===== config.mk =====
export PLATFORM = sky130hd
export DESIGN_NAME = seq_chunk_adder
export DESIGN_NICKNAME = d
export VERILOG_FILES = /design/src/rtl/seq_chunk_adder.sv
export SDC_FILE = /design/constraint.sdc
export NUM_CORES = 1
export LEC_CHECK = 0
export ABC_CLOCK_PERIOD_IN_PS = 2300
export CORE_AREA = 4 4 82 84
export CTS_CLUSTER_DIAMETER = 80
export CTS_CLUSTER_SIZE = 25
export DETAILED_ROUTE_END_ITERATION = 12
export DIE_AREA = 0 0 86 88
export PLACE_DENSITY = 0.77
export SLEW_MARGIN = 25
export SYNTH_ARGS = -nofsm -noshare
export SYNTH_HDL_FRONTEND = slang
export SYNTH_SLANG_ARGS = --single-unit

===== constraint.sdc =====
create_clock -name clk -period 2.3 [get_ports clk]
set_input_delay 0.345 -clock clk [delete_from_list [all_inputs] [get_ports clk]]
set_output_delay 0.345 -clock clk [all_outputs]
set_load 0.005 [all_outputs]

===== src/rtl/seq_chunk_adder.sv =====
// Multi-cycle adder/subtractor that adds CHUNK bits per clock, LSB slice first.
// Operands are latched on accept; s/cout/ovf update only when the last slice completes.
//
// state | meaning
// IDLE  | waiting for start; outputs hold the last result
// ADD   | one CHUNK-bit slice added per edge, busy high
// DONE  | result valid, done high for this single cycle
module seq_chunk_adder #(
  parameter int WIDTH = 16,
  parameter int CHUNK = 4
) (
  input  logic             clk,
  input  logic             reset,
  input  logic             start,
  input  logic             sub,
  input  logic [WIDTH-1:0] a,
  input  logic [WIDTH-1:0] b,
  input  logic             cin,
  output logic [WIDTH-1:0] s,
  output logic             cout,
  output logic             ovf,
  output logic             busy,
  output logic             done
);

  localparam int N    = WIDTH / CHUNK;
  localparam int CNTW = (N > 1) ? $clog2(N) : 1;
  localparam logic [CNTW-1:0] LAST = CNTW'(N - 1);

  typedef enum logic [1:0] {IDLE, ADD, DONE} state_t;

  state_t           state;
  logic [WIDTH-1:0] op_a;
  logic [WIDTH-1:0] op_b;
  logic [WIDTH-1:0] acc;
  logic [WIDTH-1:0] acc_nxt;
  logic             carry;
  logic [CNTW-1:0]  cnt;
  logic [CHUNK:0]   slice_sum;
  logic             msb_cin;

  // Operands shift right each cycle so the active slice is always at the bottom;
  // finished slices enter the accumulator from the top.
  always_comb begin
    slice_sum = {1'b0, op_a[CHUNK-1:0]} + {1'b0, op_b[CHUNK-1:0]} + {{CHUNK{1'b0}}, carry};
    acc_nxt   = (acc >> CHUNK) | (WIDTH'(slice_sum[CHUNK-1:0]) << (WIDTH - CHUNK));
    msb_cin   = op_a[CHUNK-1] ^ op_b[CHUNK-1] ^ slice_sum[CHUNK-1];
  end

  always_ff @(posedge clk) begin
    if (reset) begin
      state <= IDLE;
      s     <= '0;
      cout  <= 1'b0;
      ovf   <= 1'b0;
      busy  <= 1'b0;
      done  <= 1'b0;
      op_a  <= '0;
      op_b  <= '0;
      acc   <= '0;
      carry <= 1'b0;
      cnt   <= '0;
    end else begin
      case (state)
        IDLE: begin
          if (start) begin
            op_a  <= a;
            op_b  <= sub ? ~b : b;
            carry <= sub ? 1'b1 : cin;
            acc   <= '0;
            cnt   <= LAST;
            busy  <= 1'b1;
            state <= ADD;
          end
        end
        ADD: begin
          op_a  <= op_a >> CHUNK;
          op_b  <= op_b >> CHUNK;
          acc   <= acc_nxt;
          carry <= slice_sum[CHUNK];
          if (cnt == '0) begin
            s     <= acc_nxt;
            cout  <= slice_sum[CHUNK];
            ovf   <= msb_cin ^ slice_sum[CHUNK];
            busy  <= 1'b0;
            done  <= 1'b1;
            state <= DONE;
          end else begin
            cnt <= cnt - 1'b1;
          end
        end
        DONE: begin
          done  <= 1'b0;
          state <= IDLE;
        end
        default: begin
          busy  <= 1'b0;
          done  <= 1'b0;
          state <= IDLE;
        end
      endcase
    end
  end

endmodule


### After elaboration in Yosys (flattened, before gate mapping)

Index checks and enable logic that the tools add are counted.

* reduce and logical (&&, ||, !) cells: 9
* add/subtract/negate cells: 3
* bitwise gates (word level): 7
* mux-type cells: 21
* eq/ne operators: 5

Operators with widths (number)
* 16-bit case mux with 2 select lines: 3
* 16-bit 2-to-1 mux: 4
* 16-bit inverter: 1
* 12-bit by 16-bit OR with 16-bit output: 1
* 2-bit 2-to-1 mux: 4
* 2-bit case mux with 2 select lines: 2
* 2-bit AND reduction: 4
* 2-bit != test, second input constant: 3
* 3-bit AND reduction: 2
* 4-bit by 4-bit adder with 5-bit output: 1
* 5-bit by 1-bit adder with 5-bit output: 1
* 1-bit 2-to-1 mux: 5
* 2-bit logical NOT: 2
* 1-bit case mux with 2 select lines: 2
* 1-bit case mux with 3 select lines: 1
* 1-bit bitwise XOR: 3
* 2-bit by 1-bit equality test with 1-bit output, second input constant: 1
* 2-bit equality test, second input constant: 1
* 1-bit inverter: 2
* 2-bit nonzero test: 1
* 2-bit by 1-bit subtractor with 2-bit output, second input constant: 1

* register bits after elaboration: 73
* output and inout bits: 20

### Depth between registers and ports, before layout

* depth after elaboration: 4
* mapped depth: 7

### Least setup slack after synthesis

OpenSTA, ideal clock, no wires.

* path type: register to register
* start: register op_a[0]
* end: register ovf
* library setup time: 0.086 ns
* path buffers: 0
* period minus slack after synthesis: 1.881 ns
* path slack: 0.419 ns
* cell stages (with the launch flop): 7
* arrival time: 1.796 ns
* cell sequence: dfxtp_1 > fa_1 > fa_1 > a21o_1 > a21oi_2 > xnor2_1 > a211oi_1

* word-level cells in the longest chain between the ends: 4

RTL lines
* start, declared: RTL line 33 `logic [WIDTH-1:0] op_a;`
* start signal, assigned: RTL line 77 `op_a <= op_a >> CHUNK;`
* 4-bit by 4-bit adder with 5-bit output (*): RTL line 45 `slice_sum = {1'b0, op_a[CHUNK-1:0]} + {1'b0, op_b[CHUNK-1:0]} + {{CHUNK{1'b0}}, carry};`
* 5-bit by 1-bit adder with 5-bit output (*): RTL line 45
* 1-bit bitwise XOR: RTL line 47 `msb_cin = op_a[CHUNK-1] ^ op_b[CHUNK-1] ^ slice_sum[CHUNK-1];`
* 1-bit bitwise XOR (*): RTL line 84 `ovf <= msb_cin ^ slice_sum[CHUNK];`
* end signal, assigned: RTL line 84
* end, declared: RTL line 21 `output logic ovf,`

Every way passes the cells marked *; elsewhere a longest branch is shown, timed or not.
A chain may end at the register's enable or synchronous reset.

### Worst setup path in the final report

Same ends and word-level chain as after synthesis.

==> results.yml <==
clock_tree:
  cts_resized: 0
  cts.sinks: 69
  htreeDepth: 3
  cts_buffer_depth: 2
  clock_latency_ns: 0.34
  cts_setup_buffers: 0
  cts_tree: "done"
  numCtsBuffers: 9
  clock-root-buffer: "clkbuf_8"
  postCtsHoldBufs: 0
  clkTransAtPathRegs_ns: 0.08
worst_setup_path:
  crit_chain: "fa_1 -> fa_1 -> a21o_1 -> a21oi_2 -> xnor2_1 -> a211oi_1"
  critPathBufInv: 0
  cp-start-kind: "flip-flop"
  crit_family: "adder cells"
  critPathCaptureType: "flip-flop"
  slowest_delay_ns: 0.46
  worstSetupPathType: "flip-flop to flip-flop"
  cp_data_required_time_ns: 2.56
  cp_max_fo: 3
  cp.arrival_ns: 2.24
  cp_slowest_cell: "fa_1"
  cpMostUsedCell: "fa_1"
sta:
  post-route-period-util_pct: 86.1
  max_slew_margin_pct: 59.1
  fin_skew_ns: 0.00610
  fin_setup_tns_ns: 0
  worst_pin_slew_ns: 0.612
  setup_viol: 0
  fmax_mhz: 505
  hold-worst-slack_ns: 0.456
  rsz0062_at_grt: "false"
  hold_viol: 0
  slew_violations: 0
  min_period_ns: 1.98
yosys:
  synth_cell_types: 38
  yosysTopAreaCell: "dfxtp_1"
  synth_commonest_cells: "69 x dfxtp_1, 64 x nor2_1, 29 x nand2_1"
  synth.cell_area_sq_mm: 0.00298
  syn_nets: 372
  async_reset_ff_share_pct: 0
  ys.flop_type: "dfxtp_1"
  synth_enable_flop_cells: 0
  synth.area.top_cells: "dfxtp_1 46%, nor2_1 8.1%, a22oi_1 4.5%"
  yosysWarnings: 0
  synth_top_area_share_pct: 46.3
  synth_most_common_cell: "dfxtp_1"
  ys_ff_latch: 69
  synth_cells: 329
  avgSynthCellArea_sq_um: 9.06
  ys_seq_area_share_pct: 46.3
floorplan:
  pin_count: 57
  fp.dieArea_sq_mm: 0.00757
  core-area_sq_mm: 0.00592
  start_util_pct: 50.4
  die_w_um: 86
  rows: 28
  fp.dieH_um: 88
final_layout:
  layout.cells.non_filler: 461
  design_area_sq_mm: 0.00378
  antenna_cells: 0
  drive_gt1_share_pct: 9.07
  area_growth_pct: 26.9
  nNetsFinal: 424
  final_core_util_pct: 63.9
detailed_routing:
  firstDrtPassIters: 4
  ant_nets: 0
  wl_per_cell_um: 13.6
  drt_iter0_drc: 92
  routed_wl_um: 6280
  drc: 0
  route.vias.total: 2407
  via_per_inst: 5.22
job:
  maxCapViolations: 0
power_and_ir_drop:
  p_seq_share_pct: 45.3
  switching_share_pct: 27.2
  clkPwrFrac_pct: 36.7
  p_per_area_mw_per_mm2: 785
  share_comb_of_total_power_pct: 18.1
  p_int_mw: 2.16
  leakage_nw: 1.46
  p_switching_mw: 0.807
  ir_drop_mv: 0.385
min_path:
  worstHoldPathType: "flip-flop to flip-flop"
placement:
  placed_cells: 445
  finalWeightedCongestion: 0.775
  place_area_sq_mm: 0.00356
  hpwl_um: 4450
  io_buffers: 56
status:
  outcome: "completed"
global_route:
  grt_pass1_wl_um: 10500
  gr-total-overflow: 0
  grt_pass1_vias: 2282
  grt_max_degree: 38
  antenna_found_initial: 0
  globalRouteTotalUtil_pct: 17.7
[layout by cell type (no fill, tap or decap), types with 3 or more instances in the layout]
master,Yosys,routed
dfxtp_1,69,69
inv_1,3,3
nor3_1,14,13
buf_4,2,11
clkbuf_8,0,9
xnor2_1,14,14
ha_1,4,4
mux2i_1,12,12
nand2_1,29,29
xor2_1,5,5
clkdlybuf4s50_1,0,55
a2bb2oi_1,13,13
a22oi_1,18,18
nor2_1,64,64
a21oi_1,19,19
a211oi_1,15,15
[per-layer routing]
metal | vias up | global-route usage [%] | part of all wire [%]
li1 | 1245 | - | -
met1 | 1102 | 23.2 | 46
met2 | 53 | 27.9 | 47
met3 | 7 | 3.10 | 4.8
met4 | 0 | 9.06 | 1.7
met5 | - | 0 | 0
[tightest hold or removal path: cells and delay by family (launching register included)]
kind / cells / cell delay [ns]
flip-flops: 1 / 0.31
AO/OA/AOI/OAI: 1 / 0.05
AND/OR/NAND/NOR: 1 / 0.05
[power groups by stage]
stage	clock network [mW]	logic (mW)	registers, mW
CTS	1.11	0.543	1.35
finish	1.09	0.537	1.35
detailed placement	0	0.537	1.37
global placement	0	0.527	1.37
floorplan	0	0.384	1.36
global route	1.16	0.593	1.36
[cell type report]
type,instances,area (sq um)
Clock buffer,9,124
Clock inverter,7,98.8
Fill cell,504,2140
Inverter,4,15.0
Multi-Input combinational cell,230,1430
Sequential cell,69,1380
Tap cell,75,93.8
Timing Repair Buffer,67,638
[cell families (layout without fill, tap and decap cells)]
logic type	after synthesis	in the layout	synth area share, %
adder cells (fa/ha/maj)	6	6	3.02
multiplexers	12	12	4.03
flip-flops	69	69	46.3
buffers and inverters	30	87	5.75
AO/OA/AOI/OAI	76	76	18.5
XOR/XNOR	19	19	5.58
AND/OR/NAND/NOR	117	117	16.8
[per-stage QoR]
| step | power, mW | setup slack [ns] |
|---|---|---|
| 5_1_grt | 3.11 | 0.158 |
| 3_5_place_dp | 1.91 | 0.299 |
| 3_3_place_gp | 1.89 | 0.370 |
| 6_report | 2.97 | 0.320 |
| 4_1_cts | 2.99 | 0.302 |
| 2_1_floorplan | 1.74 | 0.419 |
[flip-flops by register name (all words and copies together), names as in the netlist, 2 cells and up]
register and cells:
op_a 16, state 2, cnt 2, s 16, acc 12, op_b 16
[path summary, 6_finish.rpt]
| kind | start | end | slack, ns | cells after the start |
|---|---|---|---|---|
| worst max-delay path | op_a[0] | ovf | 0.32 | 6 |
| worst min-delay path | s[7] | s[7] | 0.46 | 2 |
| worst max register to register | op_a[0] | ovf | 0.32 | 6 |
| worst min register to register | s[7] | s[7] | 0.46 | 2 |
No activity file was read; power rests on OpenSTA's default activity.
